===== src/rtl/max_pool_2x2.sv =====
// 2x2 stride-2 signed max pooling over a column-pair stream from the conv stage.
// Pooled samples are buffered in a small FIFO with valid/ready handshaking toward the next stage.
module max_pool_2x2 #(
   parameter int DW    = 18,
   parameter int IN_W  = 26,
   parameter int IN_H  = 26,
   parameter int DEPTH = 4
) (
   input  logic                 clk,
   input  logic                 rst_n,
   input  logic                 strt,
   input  logic                 vld_in,
   output logic                 rdy_in,
   input  logic signed [DW-1:0] din_0,
   input  logic signed [DW-1:0] din_1,
   output logic                 vld_out,
   input  logic                 rdy_out,
   output logic signed [DW-1:0] dout,
   output logic                 bsy,
   output logic                 done
);

   localparam int CW  = (IN_W > 1) ? $clog2(IN_W) : 1;
   localparam int RPW = (IN_H / 2 > 1) ? $clog2(IN_H / 2) : 1;
   localparam int AW  = (DEPTH > 1) ? $clog2(DEPTH) : 1;

   localparam logic [CW-1:0]  COL_LAST = CW'(IN_W - 1);
   localparam logic [RPW-1:0] RP_LAST  = RPW'(IN_H / 2 - 1);
   localparam logic [AW:0]    CNT_FULL = (AW + 1)'(DEPTH);

   typedef enum logic [1:0] {
      S_IDLE,
      S_RUN,
      S_DRAIN
   } state_t;

   function automatic logic signed [DW-1:0] smax(input logic signed [DW-1:0] a,
                                                  input logic signed [DW-1:0] b);
      return (a > b) ? a : b;
   endfunction

   state_t                r_state;
   state_t                w_next;
   logic [CW-1:0]         r_col;
   logic [RPW-1:0]        r_rp;
   logic signed [DW-1:0]  r_part;
   logic signed [DW-1:0]  r_mem [DEPTH];
   logic [AW-1:0]         r_wr;
   logic [AW-1:0]         r_rd;
   logic [AW:0]           r_cnt;

   logic                  w_rdy;
   logic                  w_acc;
   logic                  w_last;
   logic                  w_push;
   logic                  w_pop;
   logic signed [DW-1:0]  w_m;
   logic signed [DW-1:0]  w_pool;

   // Full is taken from the registered count only, so a same-cycle pop never re-opens rdy_in.
   assign w_rdy   = (r_state == S_RUN) && (r_cnt != CNT_FULL);
   assign w_acc   = vld_in && w_rdy;
   assign w_last  = w_acc && (r_col == COL_LAST) && (r_rp == RP_LAST);
   assign w_m     = smax(din_0, din_1);
   assign w_pool  = smax(r_part, w_m);
   assign w_push  = w_acc && r_col[0];
   assign w_pop   = vld_out && rdy_out;

   assign rdy_in  = w_rdy;
   assign vld_out = (r_cnt != '0);
   assign dout    = vld_out ? r_mem[r_rd] : '0;
   assign bsy     = (r_state != S_IDLE);
   assign done    = (r_state == S_DRAIN) && (r_cnt == '0);

   always_ff @(posedge clk or negedge rst_n) begin
      if (!rst_n) r_state <= S_IDLE;
      else        r_state <= w_next;
   end

   always_comb begin
      w_next = r_state;
      case (r_state)
         S_IDLE:  if (strt) w_next = S_RUN;
         S_RUN:   if (w_last) w_next = S_DRAIN;
         S_DRAIN: if (r_cnt == '0) w_next = S_IDLE;
         default: w_next = S_IDLE;
      endcase
   end

   always_ff @(posedge clk or negedge rst_n) begin
      if (!rst_n) begin
         r_col  <= '0;
         r_rp   <= '0;
         r_part <= '0;
      end else begin
         if ((r_state == S_IDLE) && strt) begin
            r_col <= '0;
            r_rp  <= '0;
         end else if (w_acc) begin
            if (r_col == COL_LAST) begin
               r_col <= '0;
               r_rp  <= r_rp + 1'b1;
            end else begin
               r_col <= r_col + 1'b1;
            end
         end
         // Even columns open a window; odd columns close it against this value.
         if (w_acc && !r_col[0]) r_part <= w_m;
      end
   end

   always_ff @(posedge clk or negedge rst_n) begin
      if (!rst_n) begin
         r_wr  <= '0;
         r_rd  <= '0;
         r_cnt <= '0;
      end else begin
         if (w_push) r_wr <= r_wr + 1'b1;
         if (w_pop)  r_rd <= r_rd + 1'b1;
         case ({w_push, w_pop})
            2'b10:   r_cnt <= r_cnt + 1'b1;
            2'b01:   r_cnt <= r_cnt - 1'b1;
            default: r_cnt <= r_cnt;
         endcase
      end
   end

   always_ff @(posedge clk) begin
      if (w_push) r_mem[r_wr] <= w_pool;
   end

endmodule


===== config.mk =====
export PLATFORM = sky130hd
export DESIGN_NAME = max_pool_2x2
export DESIGN_NICKNAME = d
export VERILOG_FILES = /design/src/rtl/max_pool_2x2.sv
export SDC_FILE = /design/constraint.sdc
export NUM_CORES = 1
export LEC_CHECK = 0
export BUFFER_PORTS_ARGS = -buffer_cell sky130_fd_sc_hd__buf_2
export CAP_MARGIN = 20
export CORE_ASPECT_RATIO = 1.5
export CORE_MARGIN = 1.5
export CORE_UTILIZATION = 56
export DETAILED_ROUTE_END_ITERATION = 16
export GPL_TIMING_DRIVEN = 0
export PLACE_DENSITY = 0.77
export SYNTH_ARGS = -nofsm -noshare
export SYNTH_HDL_FRONTEND = slang
export SYNTH_SLANG_ARGS = --single-unit

===== constraint.sdc =====
create_clock -name clk -period 3.35 [get_ports clk]
set_clock_uncertainty 0.15 [all_clocks]
set_input_delay 0.67 -clock clk [delete_from_list [all_inputs] [get_ports clk]]
set_output_delay 0.67 -clock clk [all_outputs]
set_load 0.1 [all_outputs]

* Yosys cells after proc, flatten, opt, wreduce, memory -nomap -nowiden *
Memories as Yosys holds them, arrays and structs flattened.
Index checks and enable logic that the tools add are counted.

cells by class
  bitwise logic cells = 0
  add/sub/neg operators = 6
  reduce and logical (&&, ||, !) cells = 19
  mux-type cells = 16
  multipliers = 0
  shift operators = 0
  order comparisons = 2
  div/mod/pow operators = 0
  equality and inequality tests = 10

operators by type and width
  operator                                           count
  two-way mux 18 bit                                 3
  greater-than comparator 18 bit                     2
  two-way mux 5 bit                                  3
  two-way mux 4 bit                                  3
  logical AND 1 bit                                  9
  nonzero test 2 bit                                 4
  two-way mux 2 bit                                  3
  one-hot mux 2 bit (3 select lines)                 1
  one-hot mux 3 bit (2 select lines)                 1
  adder 5 x 1 -> 5 bit (second input constant)       1
  == test 5 bit (second input constant)              1
  adder 2 x 1 -> 2 bit (second input constant)       2
  adder 4 x 1 -> 4 bit (second input constant)       1
  == test 2 x 1 -> 1 bit (second input constant)     2
  == test 2 bit (second input constant)              2
  == test 4 bit (second input constant)              1
  != test 2 bit (second input constant)              2
  adder 3 x 1 -> 3 bit (second input constant)       1
  zero test 3 bit                                    1
  != test 3 bit (second input constant)              1
  AND reduction 3 bit                                1
  nonzero test 3 bit                                 1
  subtractor 3 x 1 -> 3 bit (second input constant)  1
  zero test 2 bit                                    1
  other kinds (4)                                    5

word-level totals
  memories kept = 1
  word-level logic and storage cells = 61
  bits in latches = 0
  bits in registers = 36
  bits in writable memories = 72
  output and inout bits = 22
  bits of input ports = 41
  ROM bits = 0

memory list
  memory  depth  width  rd ports  clocked after memory_dff  write ports  RTL line  source
  r_mem   4      18     1         0                         1            47        logic signed [DW-1:0] r_mem [DEPTH];

* Depth between registers and ports, before layout *
Gate-level depths: netlist (run 1).

  word-level depth = 7
  mapped depth = 20

* Worst setup path before layout (run 1) *
Ideal clock, no wire load.

  kind = input port to flip-flop
  start point = input port din_1[17]
  end point = memory r_mem[0][10] (data pin)
  stages = 19
  buffers on the path = 4
  setup time = 0.183 ns
  arrival time = 4.173 ns
  required time = 3.017 ns
  slack = -1.157 ns
  path through = inv_1 > ha_1 > and4_2 > and4_1 > o21ai_0 > o2111ai_1 > mux2i_1 > buf_6 > buf_8 > mux2i_1 > ha_1 > a211o_1 > a21oi_1 > o21ai_0 > a221oi_1 > a311o_1 > buf_6 > clkbuf_4 > mux2i_1

between the ends
  cells in the longest elaborated chain, start to end = 4

RTL lines
  what                            RTL line  source
  start, declared                 15        input logic signed [DW-1:0] din_1,
  greater-than comparator 18 bit  39        return (a > b) ? a : b;
  two-way mux 18 bit (*)          39
  greater-than comparator 18 bit  39
  two-way mux 18 bit (*)          39
  via w_pool[10]                  58        logic signed [DW-1:0] w_pool;
  end, declared                   47

The timed path passes the listed nets; every way through them passes the cells marked *.

* Worst setup path in the final report (run 1) *
  start point = input port din_0[6]
  end point = memory r_mem[3][8] (data pin)

between the ends
  cells in the longest elaborated chain, start to end = 4

RTL lines
  what                            RTL line  source
  start, declared                 14        input logic signed [DW-1:0] din_0,
  greater-than comparator 18 bit  39
  two-way mux 18 bit (*)          39
  greater-than comparator 18 bit  39
  two-way mux 18 bit (*)          39
  via w_pool[8]                   58

Marked as above.

==> results.cfg, run 1 <==
[cts]
cts_made_buffers = 9
clkLatencyLatePin_ns = 0.34
path_clk_slew_ns = 0.07
cts_tree = yes
clock-sinks = 108
htreeDepth = 3
cts.path.max_buffers = 2
ctsHoldBuffers = 0
clockRootBuffer = clkbuf_16

[sta]
setup_viol = 72
finalCritPeriodShare = 1.30
max_slew_margin = 0.374
max_freq_mhz = 229
hold_viol_final = 0
worst_slack_ns = -1.02
drv_slew = 0
worstMarginPinSlew_ns = 0.940
rsz0062_at_grt = yes
fin_crit_ns = 4.37

[placement]
io_buffers = 62
dpl-instance-area_um2 = 6500
dp.cells = 624
dp_hpwl_um = 8010
gp_congestion = 0.808

[floorplanning]
core_um2 = 9740
die_w_um = 85.1
dieArea_um2 = 10700
start_util = 0.582
die_y_um = 126
ios = 63
rows = 44

[logic_synthesis]
yosysSeqAreaShare = 0.540
synth.area.mux_share = 0.141
synth_top_family_by_area = multiplexers
ys_ff_latch = 108
synth_compound_area_frac = 0.0618
synthDistinctLibCells = 43
syn-num-nets = 534
synth_warnings = 0
synth_edf_count = 72
synthAdderAreaFrac = 0.103
synth_area_um2 = 5670
async_flop_share = 0.333
avgSynthCellArea_um2 = 12.7
synth_flop_cell = edfxtp_1
netlist_instances = 447
yosys.area_share.simple = 0.0918
synth_xor_xnor_area_share = 0.0124

[setup_path]
startpoint_type = input port
worstRegToRegCells = 9
reg2reg_slack_ns = 0.78
path_max_fanout = 5
reg2reg_from = r_part[9]
end_kind = register
worst-setup-path-type = in -> reg
required_ns = 3.36
rr_endpoint = r_mem[3][8]
cp.arrival_ns = 4.38

[final_layout]
insertedDiodeCount = 0
fin_area_um2 = 7470
fin_nets = 626
final_cells = 659
final.fill_count = 596
multi_input_area_um2 = 3010
drive_gt1_frac = 0.377
syn_to_final_growth_pct = 31.7
seq_area_um2 = 3060

[route]
wl_um = 12200
via_per_inst = 5.80
via_count = 3823
dr.pass1.iters = 10
drtIter0Drc = 177
drc = 3
postRouteAntennaNets = 0
wire_per_inst_um = 18.4

[global_route]
grt_max_degree = 37
grt_pass1_vias = 4084
track_usage = 0.243
grt-ovfl-total = 0
grt_pass1_wl_um = 19900
antenna_found_initial = 0

[outcome]
violations = DRC, setup timing
outcome = finished with violations

[power]
p_leak_nw = 2.94
ir_drop_mv = 0.444
p_per_area_nw_per_um2 = 1010
total_power_mw = 7.58

[worst_hold_path]
hold_path.class = in -> async

[flow_run]
maxCapViolations = 0
==> logic make-up (layout without fill, tap and decap cells) <==
| logic type | Yosys count | after routing |
|---|---|---|
| AOI/OAI and AO/OA | 61 | 61 |
| xor gates and xnor gates | 8 | 8 |
| adders and majority gates | 46 | 46 |
| buffers and inverters | 66 | 163 |
| DFF | 108 | 108 |
| muxes | 57 | 57 |
| and+or+nand+nor | 101 | 101 |
==> stage by stage <==
stage	setup WS (ns)	setup TNS [ns]	util	hold WS (ns)
after floorplan	-0.986	-64.92	-	0.224
after global placement	-1.57	-108.65	0.668	0.336
after detailed placement	-1.68	-117.74	0.668	0.359
after CTS	-0.884	-61.89	0.760	0.292
after global routing	-1.19	-82.36	0.766	0.343
final	-1.02	-70.95	0.766	0.280
==> report_power, final <==
| group | internal (mW) | switching [mW] | leakage [nW] |
|---|---|---|---|
| clock network | 0.527 | 0.445 | 0.130 |
| registers | 1.96 | 0.189 | 1.07 |
| logic | 1.63 | 2.83 | 1.74 |
| total | 4.12 | 3.46 | 2.94 |
==> worst max path at each step <==
stage	from	end	slack, ns	depth (start not counted)
floorplan	din_1[16]	r_mem[0][10]	-0.99	19
global placement	din_1[16]	r_mem[0][7]	-1.57	21
detailed placement	din_1[3]	r_mem[0][10]	-1.68	21
CTS	din_0[3]	r_mem[3][7]	-0.88	19
global route	din_1[11]	r_mem[3][7]	-1.19	20
finish	din_0[6]	r_mem[3][8]	-1.02	18
==> repair_timing <==
item | in CTS | in global routing
endpoints found under the setup margin | 81 | 78
setup buffers | 14 | 2
endpoints found under the hold margin | 0 | 0
cloned | 3 | 0
pin swaps | 21 | 0
resized for setup | 97 | 11
==> registers in the layout (all words and copies together) (netlist names) <==
signal   flops
r_mem       72
r_part      18
r_col        5
r_rp         4
r_cnt        3
r_rd         2
r_state      2
r_wr         2
==> metal layers <==
metal | global-route usage | vias up | part of all wire
met5 | 0 | - | 0
met4 | 0.109 | 0 | 0.030
met3 | 0.0380 | 22 | 0.036
met2 | 0.437 | 92 | 0.54
met1 | 0.282 | 1896 | 0.39
li1 | - | 1813 | -
==> cells in the final DEF (no fill, tap or decap), types with 11 or more instances in the layout <==
cell / count
inv_1: 36
dfrtp_1: 36
clkbuf_16: 11
a21oi_1: 30
buf_4: 23
nand2_1: 19
edfxtp_1: 72
nor2_1: 28
and2_1: 20
mux2i_4: 31
ha_1: 30
ha_4: 15
mux4_2: 18
buf_2: 45
==> area by class of cell <==
cell class / instances / area share
tap: 115 / 0.0193
clock buffer: 13 / 0.0335
buffer: 15 / 0.0152
sequential: 108 / 0.410
clock inverter: 3 / 0.00285
timing repair buffer: 81 / 0.0836
multi-input combinational: 273 / 0.404
inverter: 51 / 0.0317
==> Yosys cell counts, types with 2 or more instances <==
cell,instances,area share
edfxtp_1,72,0.38
inv_1,51,0.034
ha_1,45,0.099
mux2i_1,37,0.065
dfrtp_1,36,0.16
a21oi_1,35,0.031
nor2_1,29,0.019
and2_1,20,0.022
nand2_1,20,0.013
mux4_2,18,0.072
o21ai_0,11,0.0097
clkbuf_1,8,0.0053
nand3_1,5,0.0044
nor3_1,5,0.0044
xor2_1,5,0.0077
and3_1,4,0.0044
and4_1,4,0.0062
nand4_1,4,0.0044
nor2b_1,3,0.0033
xnor2_1,3,0.0046
a221oi_1,2,0.0031
a31oi_1,2,0.0022
and4_2,2,0.0035
buf_2,2,0.0018
buf_6,2,0.0040
nand2b_1,2,0.0022
o2111ai_1,2,0.0031
o21a_1,2,0.0026
o31ai_1,2,0.0026
==> critical path, stage by stage <==
cell and delay, ns:
buf_2 0.13, ha_1 0.28, and4_4 0.21, a221oi_4 0.29, o2111ai_2 0.18, mux2i_1 0.24, buf_6 0.17, buf_12 0.15
mux2i_4 0.28, ha_4 0.24, a211o_1 0.30, a21oi_2 0.11, o21ai_1 0.08, a221oi_1 0.26, a311o_1 0.20, buf_6 0.16
clkbuf_16 0.18, mux2i_4 0.28
Note: power is estimated with default switching activity, not from simulation.
==> run 2: changes to the inputs <==
--- a/config.mk
+++ b/config.mk
@@ -5,7 +5,7 @@
 export SDC_FILE = /design/constraint.sdc
 export NUM_CORES = 1
 export LEC_CHECK = 0
-export BUFFER_PORTS_ARGS = -buffer_cell sky130_fd_sc_hd__buf_2
+export BUFFER_PORTS_ARGS = -buffer_cell sky130_fd_sc_hd__clkbuf_2
 export CAP_MARGIN = 20
 export CORE_ASPECT_RATIO = 1.5
 export CORE_MARGIN = 1.5
==> results.cfg, run 2 (same netlist as run 1, synthesis figures left out) <==
[setup_path]
reg2reg_from = r_state[1]
required_ns = 3.37
worstPathCellList = buf_4 -> ha_4 -> and4_4 -> and4_4 -> o21ai_2 -> o2111ai_2 -> mux2i_1 -> buf_6 -> bufbuf_16 -> mux2i_4 -> ha_2 -> nand2_1 -> o21ai_2 -> a221oi_2 -> a311o_1 -> buf_6 -> clkbuf_16 -> mux2i_4
end_kind = register
worst-setup-path-type = in -> reg
cpMaxStageDelayCell = ha_2
cp.arrival_ns = 4.34
rr_endpoint = r_part[7]
path_max_fanout = 5
reg2reg_slack_ns = 0.49
startpoint_type = input port
worstRegToRegCells = 7
critPathLaunch = din_0[7]
max_stage_delay_ns = 0.33
crit_end = r_mem[0][7]

[cts]
clockRootBuffer = clkbuf_16
path_clk_slew_ns = 0.07
cts_made_buffers = 9
cts_tree = yes
clock-sinks = 108
cts.path.max_buffers = 2
clkLatencyLatePin_ns = 0.35
htreeDepth = 3

[global_route]
antenna_found_initial = 0
track_usage = 0.257
grt-ovfl-total = 0
grt_pass1_vias = 4238
grt_pass1_wl_um = 20900
grt_max_degree = 37

[final_layout]
reg.largest.list = r_mem x72, r_part x18, r_col x5
syn_to_final_growth_pct = 35.0
regMostFlops = r_mem
seq_area_um2 = 3060
fin_nets = 630
insertedDiodeCount = 0
final_cell_mix = edfxtp_1 (72), clkbuf_2 (39), dfrtp_1 (36)
final_util = 0.785
final.fill_count = 515
layout_commonest_cell = edfxtp_1
final_cells = 663
fin_area_um2 = 7650
multi_input_area_um2 = 3080
drive_gt1_frac = 0.398
largest_reg_flops = 72

[floorplanning]
ios = 63
die_y_um = 126
dieArea_um2 = 10700
die_w_um = 85.1
core_um2 = 9740
rows = 44
start_util = 0.582

[route]
drc = 3
via_per_inst = 6.07
dr.pass1.iters = 12
wl_um = 14100
postRouteAntennaNets = 0
drtIter0Drc = 208
via_count = 4022
wire_per_inst_um = 21.3

[sta]
rsz0062_at_grt = yes
hold_viol_final = 0
worst_slack_ns = -0.968
worstMarginPinSlew_ns = 0.989
drv_slew = 0
setup_viol = 72
finalCritPeriodShare = 1.29
max_freq_mhz = 232
fin_hold_ws_ns = 0.307
fin_crit_ns = 4.32
max_slew_margin = 0.341

[placement]
dpl-instance-area_um2 = 6500
gp_congestion = 0.832
dp_hpwl_um = 8090
dp.cells = 624
io_buffers = 62

[outcome]
violations = DRC, setup timing
outcome = finished with violations

[power]
p_per_area_nw_per_um2 = 1010
total_power_mw = 7.74
p_leak_nw = 3.00
ir_drop_mv = 0.393

[flow_run]
maxCapViolations = 0

[worst_hold_path]
hold_path.class = in -> async
## run 2: final cells by class
| cell class | instances | area share |
|---|---|---|
| Sequential cell | 108 | 0.400 |
| Inverter | 51 | 0.0325 |
| Multi-Input combinational cell | 273 | 0.402 |
| Tap cell | 115 | 0.0188 |
| Clock inverter | 3 | 0.00311 |
| Timing Repair Buffer | 86 | 0.0960 |
| Buffer | 14 | 0.0144 |
| Clock buffer | 13 | 0.0327 |
## run 2: repair_timing
action                                  CTS  global route
buffers inserted                         20             1
endpoints found under the setup margin   81            73
pin swaps                                12            14
cloned                                    3             0
resized for setup                        82            54
hold buffers                              0             0
## run 2: report_power, final
group	total, mW	internal [mW]	switching, mW
Clock	0.974	0.527	0.448
Combinational	4.58	1.68	2.90
Sequential	2.18	1.96	0.227
Total	7.74	4.16	3.58
## run 2: routing by layer
metal | GRT usage | wire length [µm]
met2 | 0.470 | 7670
met3 | 0.0341 | 577
met1 | 0.289 | 5140
met4 | 0.127 | 726
met5 | 0 | 0
## run 2: worst min path at each step
stage	start	end	slack (ns)	cells after the start
after detailed placement	r_cnt[0]	r_cnt[0]	0.34	1
final	rst_n	r_part[14]	0.31	1
after global routing	rst_n	r_col[2]	0.38	1
after floorplan	rst_n	r_cnt[0]	0.22	0
after CTS	rst_n	r_col[2]	0.33	1
after global placement	r_cnt[0]	r_cnt[0]	0.34	1
## run 2: through the flow
step                      TNS, ns  setup WS (ns)
after global routing       -79.30          -1.13
final                      -68.14         -0.968
after floorplan            -64.92         -0.986
after global placement    -107.72          -1.56
after CTS                  -60.77         -0.878
after detailed placement  -113.85          -1.63
## run 2: worst max-delay path: cells and delay by family
kind	cells	cell delay (ns)
AND/OR/NAND/NOR	3	0.63
AO/OA/AOI/OAI	5	0.70
adder cells (fa/ha/maj)	2	0.60
multiplexers	3	0.82
buffers and inverters	5	0.90
